### src/rtl/inst_axi_bridge.sv
// Bridges the IF-stage SRAM-like fetch port onto a single-beat AXI read master.
// Only one read is outstanding at a time. A flush drops the response of the read in flight.
module inst_axi_bridge #(
  parameter logic [3:0] ARID = 4'd0
) (
  input  logic        clk,
  input  logic        reset,
  input  logic        flush,
  input  logic        inst_sram_en,
  input  logic [1:0]  inst_sram_size,
  input  logic [31:0] inst_sram_addr,
  output logic        inst_sram_addr_ok,
  output logic        inst_sram_data_ok,
  output logic [31:0] inst_sram_rdata,
  output logic [3:0]  arid,
  output logic [31:0] araddr,
  output logic [7:0]  arlen,
  output logic [2:0]  arsize,
  output logic [1:0]  arburst,
  output logic [1:0]  arlock,
  output logic [3:0]  arcache,
  output logic [2:0]  arprot,
  output logic        arvalid,
  input  logic        arready,
  input  logic [3:0]  rid,
  input  logic [31:0] rdata,
  input  logic [1:0]  rresp,
  input  logic        rlast,
  input  logic        rvalid,
  output logic        rready
);

  typedef enum logic [1:0] {
    IDLE,
    AR,
    R
  } state_t;

  state_t      state_q, state_d;
  logic [31:0] addr_q, addr_d;
  logic [1:0]  size_q, size_d;
  logic        discard_q, discard_d;

  logic unused_inputs;
  assign unused_inputs = ^{rid, rresp, rlast};

  always_ff @(posedge clk or posedge reset) begin
    if (reset) begin
      state_q   <= IDLE;
      addr_q    <= 32'h0;
      size_q    <= 2'b00;
      discard_q <= 1'b0;
    end else begin
      state_q   <= state_d;
      addr_q    <= addr_d;
      size_q    <= size_d;
      discard_q <= discard_d;
    end
  end

  // The discard flag ends with the R handshake it belongs to, so a flush
  // that coincides with that handshake does not leak into the next read.
  always_comb begin
    state_d   = state_q;
    addr_d    = addr_q;
    size_d    = size_q;
    discard_d = discard_q;
    case (state_q)
      IDLE: begin
        if (inst_sram_en) begin
          state_d = AR;
          addr_d  = inst_sram_addr;
          size_d  = inst_sram_size;
        end
      end
      AR: begin
        if (flush) discard_d = 1'b1;
        if (arready) state_d = R;
      end
      R: begin
        if (flush) discard_d = 1'b1;
        if (rvalid) begin
          state_d   = IDLE;
          discard_d = 1'b0;
        end
      end
      default: state_d = IDLE;
    endcase
  end

  assign inst_sram_addr_ok = (state_q == IDLE) & ~reset;
  assign inst_sram_data_ok = (state_q == R) & rvalid & ~discard_q & ~flush & ~reset;
  assign inst_sram_rdata   = rdata;

  assign arid    = ARID;
  assign araddr  = addr_q;
  assign arlen   = 8'd0;
  assign arsize  = {1'b0, size_q};
  assign arburst = 2'b01;
  assign arlock  = 2'b00;
  assign arcache = 4'b0000;
  assign arprot  = 3'b000;
  assign arvalid = (state_q == AR);
  assign rready  = (state_q == R);

endmodule

### config.mk
export PLATFORM = sky130hd
export DESIGN_NAME = inst_axi_bridge
export DESIGN_NICKNAME = d
export VERILOG_FILES = /design/src/rtl/inst_axi_bridge.sv
export SDC_FILE = /design/constraint.sdc
export NUM_CORES = 1
export LEC_CHECK = 0
export CORE_MARGIN = 2
export CORE_UTILIZATION = 45
export CTS_BUF_LIST = sky130_fd_sc_hd__clkbuf_16
export CTS_CLUSTER_DIAMETER = 200
export DETAILED_ROUTE_END_ITERATION = 10
export DONT_BUFFER_PORTS = 1
export SYNTH_ARGS = -nofsm -noshare
export SYNTH_HDL_FRONTEND = slang
export SYNTH_SLANG_ARGS = --single-unit
### constraint.sdc
create_clock -name clk -period 1.4 [get_ports clk]
set_input_delay 0.14 -clock clk [delete_from_list [all_inputs] [get_ports clk]]
set_output_delay 0.14 -clock clk [all_outputs]
set_load 0.01 [all_outputs]
# After elaboration in Yosys (flattened, before gate mapping)
# Cells that the tools add are included.
classes:
  reduce_logical: 4
  n_div: 0
  eq_ne: 5
  n_bitwise: 8
  n_shift: 0
  mux: 7
  mul: 0
  magnitude_cmp: 0
  add_sub_neg: 0
ops:
  columns: ["cell", "n"]
  rows:
  - ["two-way mux 2 bit", 3]
  - ["one-hot mux 2 bit (3 select lines)", 1]
  - ["AND 1 bit", 5]
  - ["!= test 2 bit, second input constant", 2]
  - ["NOT 1 bit", 3]
  - ["AND reduction 3 bit", 1]
  - ["== test 2 x 1 -> 1 bit, second input constant", 1]
  - ["== test 2 bit, second input constant", 1]
  - ["logical NOT 2 bit", 1]
  - ["two-way mux 1 bit", 2]
  - ["!= test 2 x 1 -> 1 bit, second input constant", 1]
  - ["one-hot mux 1 bit (2 select lines)", 1]
  - ["AND reduction 2 bit", 1]
  - ["nonzero test 2 bit", 1]
word_totals:
  rom_bits: 0
  latchBits: 0
  wordCells: 28
  mem_bits_rw: 0
  input_bits: 79
  regBits: 37
  n_memories: 0
  output_inout_bits: 94

# Longest topological paths before layout
depth:
  word_depth: 5
  mapped_depth: 5
  depth_no_buf: 5

# Worst setup path before layout
# Ideal clock, no wire load.
synth_path:
  path_type: "reg-to-reg"
  from: "register state_q[0]"
  to: "register addr_q[0], in the netlist araddr[0]"
  required_time_ps: 1273
  arrival_ps: 1249
  setup_slack_ps: 23
  path_stages_with_launch: 6
  setup_ps: 127
  synth_period_minus_slack_ps: 1377
  path_buffers: 1
  path_cell_list: "dfrtp_1 -> inv_1 -> ha_1 -> nand2_2 -> buf_6 -> mux2_1"
synth_via:
  elab_chain_len: 2
synth_rtl:
  columns: ["item", "line", "rtl"]
  rows:
  - ["from (decl)", "39", "state_t state_q, state_d;"]
  - ["from (signal assigned)", "54", "state_q <= state_d;"]
  - ["logical NOT 2 bit", "68", "case (state_q)"]
  - ["AND reduction 2 bit (no line)", null, null]
  - ["to (signal assigned)", "55", "addr_q <= addr_d;"]
  - ["to (decl)", "40", "logic [31:0] addr_q, addr_d;"]
# Every way passes these cells.
# A chain may end at the register's enable or synchronous reset.

# Final worst setup path
layout_path:
  from: "register state_q[0]"
  to: "output port inst_sram_data_ok"
layout_via:
  elab_chain_len: 5
layout_rtl:
  columns: ["item", "line", "rtl"]
  rows:
  - ["== test 2 bit", "92", "assign inst_sram_data_ok = (state_q == R) & rvalid & ~discard_q & ~flush & ~reset;"]
  - ["AND 1 bit (4 in a row)", "92", null]
  - ["to (decl)", "13", "output logic inst_sram_data_ok,"]
# Every way passes these cells.

==> impl_metrics.tcl <==
set metrics [dict create \
    status "finished with violations" \
    violations "setup timing" \
    min_period_over_period 1.06 \
    setup_violations 26 \
    antenna_found_initial 0 \
    syn_area_sq_um 1910 \
    routed_wirelength_um 3590 \
    vias 1054 \
    io_buffers 0 \
    endpoint_kind "output port" \
    finalNetCount 246 \
    ys_types 15 \
    required_ns 1.26 \
    maxCapViolations 0 \
    grtUsageTotal 0.155 \
    num_antenna_cells 0 \
    ir_drop_uv 1060 \
    clock-sinks 37 \
    critPathArrivalTime_ns 1.34 \
    post_cts_buffers 0 \
    dp_hpwl_um 2580 \
    ff_latch_area_sq_um 926 \
    hold_viol 0 \
    max_freq_ghz 0.676 \
    path_buf_inv 2 \
    powerDensity_nw_per_um2 2050 \
    synthCells 152 \
    path_cells "inv_2 -> ha_2 -> nand2_1 -> nor4_2 -> buf_4" \
    grt_max_degree 38 \
    dieWidth_um 69.2 \
    synth_warnings 0 \
    ioPinCount 173 \
    setup_slack_ns -0.0791 \
    p_switching_mw 1.51 \
    overflow 0 \
    via_per_inst 4.93 \
    seqPwrFrac 0.504 \
    intPower_mw 2.94 \
    n_fill_cell 352 \
    row_count 23 \
    die_area_sq_um 4790 \
    multiInputGateArea_sq_um 614 \
    first_iter_violations 20 \
    synth_top_area_cell "dfrtp_1" \
    gp_congestion 0.749 \
    clock-root-buffer "clkbuf_16" \
    cp_top_family "flip-flops" \
    numCtsBuffers 5 \
    clock_skew_ns 0.00453 \
    rsz0062_at_grt "true" \
    ant_nets 0 \
    fin_crit_ns 1.48 \
    insertion_delay_ns 0.27 \
    ys_seq_elements 37 \
    cts_tree "yes" \
    drive_gt1_frac 0.134 \
    clockPowerShare 0.230 \
    yosysSeqAreaShare 0.484 \
    dr.pass1.iters 4 \
    first_global_vias 1138 \
    leakage_nw 0.976 \
    path_depth 5 \
    core_area_sq_um 4060 \
    fin_tns_setup_ns -0.697 \
    critPathMaxFanout 3 \
    cts_buffer_depth 2 \
    slew_violations 0 \
    hold_depth 1 \
    synth.area.top_cells "dfrtp_1 48%, buf_4 22%, mux2_1 21%, ha_1 2.6%, buf_6 1.8%" \
    final_cell_area_sq_um 2170 \
    clk_pin_slew_ns 0.05 \
    hp-class "primary input to flop" \
    initial_core_util 0.471 \
    path_class "flop to output port" \
    die-height_um 69.2 \
    place_area_sq_um 1700 \
    startpoint_type "flop" \
    h-tree-depth 2 \
    whs_ns 0.00297 \
    max_stage_delay_ns 0.39 \
    comb_power_share 0.266 \
    synth_top_area_frac 0.484 \
    area_growth_pct 13.2 \
    grt_pass1_wl_um 5690 \
    switching_share 0.339 \
    worst_path_max_delay_cell "dfrtp_1" \
    drc_errors 0 \
    syn_avg_cell_area_sq_um 12.6 \
    reg2reg_depth 5 \
    routedWlPerCell_um 16.8 \
    r2r_slack_ns -0.04 \
]
## Yosys cell counts
master and count:
buf_4 56, dfrtp_1 37, mux2_1 35, ha_1 4, inv_1 4, a31oi_1 3
buf_6 3, conb_1 2, nand2b_1 2, a21oi_1 1, nand2_1 1, nand2_2 1
nor2b_1 1, nor4_1 1, o211ai_1 1
## routing by layer
metal	part of all wire	global-route usage	wire length [um]
met1	0.29	0.138	1020
met2	0.57	0.283	2030
met3	0.13	0.0858	471
met4	0.017	0.0697	61
met5	0	0	0
## registers in the layout, indices dropped and copies added (netlist names)
signal,count
araddr,32
size_q,2
state_q,2
discard_q,1
## cells in the final DEF, fill, tap and decap left out
master and instances:
buf_4 8, nor4_2 1, a31oi_1 3, dlygate4sd3_1 31, clkbuf_16 5, ha_1 2
nand2_2 1, nor2b_2 1, clkinv_1 2, mux2_1 35, inv_2 1, ha_2 2
clkinv_2 1, nand2_1 1, o211ai_1 1, dfrtp_1 37, conb_1 24, a21oi_1 1
inv_1 3, nand2b_1 2, buf_12 2
## repair_timing
item	CTS	global route
endpoints found under the hold margin	64	3
pin swaps	0	1
gates resized for setup	3	2
hold buffers	28	3
endpoints found under the setup margin	35	37
## logic make-up (layout without fill, tap and decap cells)
logic type,count (synthesis),count (layout),share of synthesized area
AO/OA/AOI/OAI,5,5,0.0164
multiplexers,35,35,0.206
flip-flops,37,37,0.484
buffers and inverters,63,53,0.245
adder cells (fa/ha/maj),4,4,0.0262
other,2,24,0.00393
AND/OR/NAND/NOR,6,6,0.0183
## final timing paths
check	endpoint	start
max	inst_sram_data_ok	state_q[0]
max in group asynchronous	araddr[19]	reset
min reg2reg	araddr[8]	araddr[8]
min in group asynchronous	discard_q	reset
max reg2reg	araddr[1]	state_q[0]
min	araddr[6]	inst_sram_addr[6]
## power by group through the flow
stage | Clock, mW | Combinational (mW) | Sequential [mW]
finish | 1.02 | 1.18 | 2.24
detailed placement | 0 | 1.11 | 2.25
CTS | 1.06 | 1.18 | 2.24
floorplan | 0 | 0.978 | 2.14
global route | 1.11 | 1.32 | 2.30
global placement | 0 | 1.04 | 2.24
## per-stage QoR
step,worst slack [ns],cells,utilization,power (mW)
finish,-0.0791,214,0.534,4.44
global route,-0.180,214,0.534,4.73
CTS,-0.0741,211,0.525,4.48
detailed placement,-0.0379,175,0.420,3.36
global placement,0.00170,175,0.420,3.28
floorplan,0.0230,174,-,3.11
## layout make-up
type,instances,share of cell area
Timing Repair Buffer,41,0.189
Tap cell,50,0.0289
Sequential cell,37,0.427
Inverter,4,0.00693
Multi-Input combinational cell,74,0.284
Clock inverter,3,0.00578
Clock buffer,5,0.0578
No activity file was read; power rests on OpenSTA's default activity.
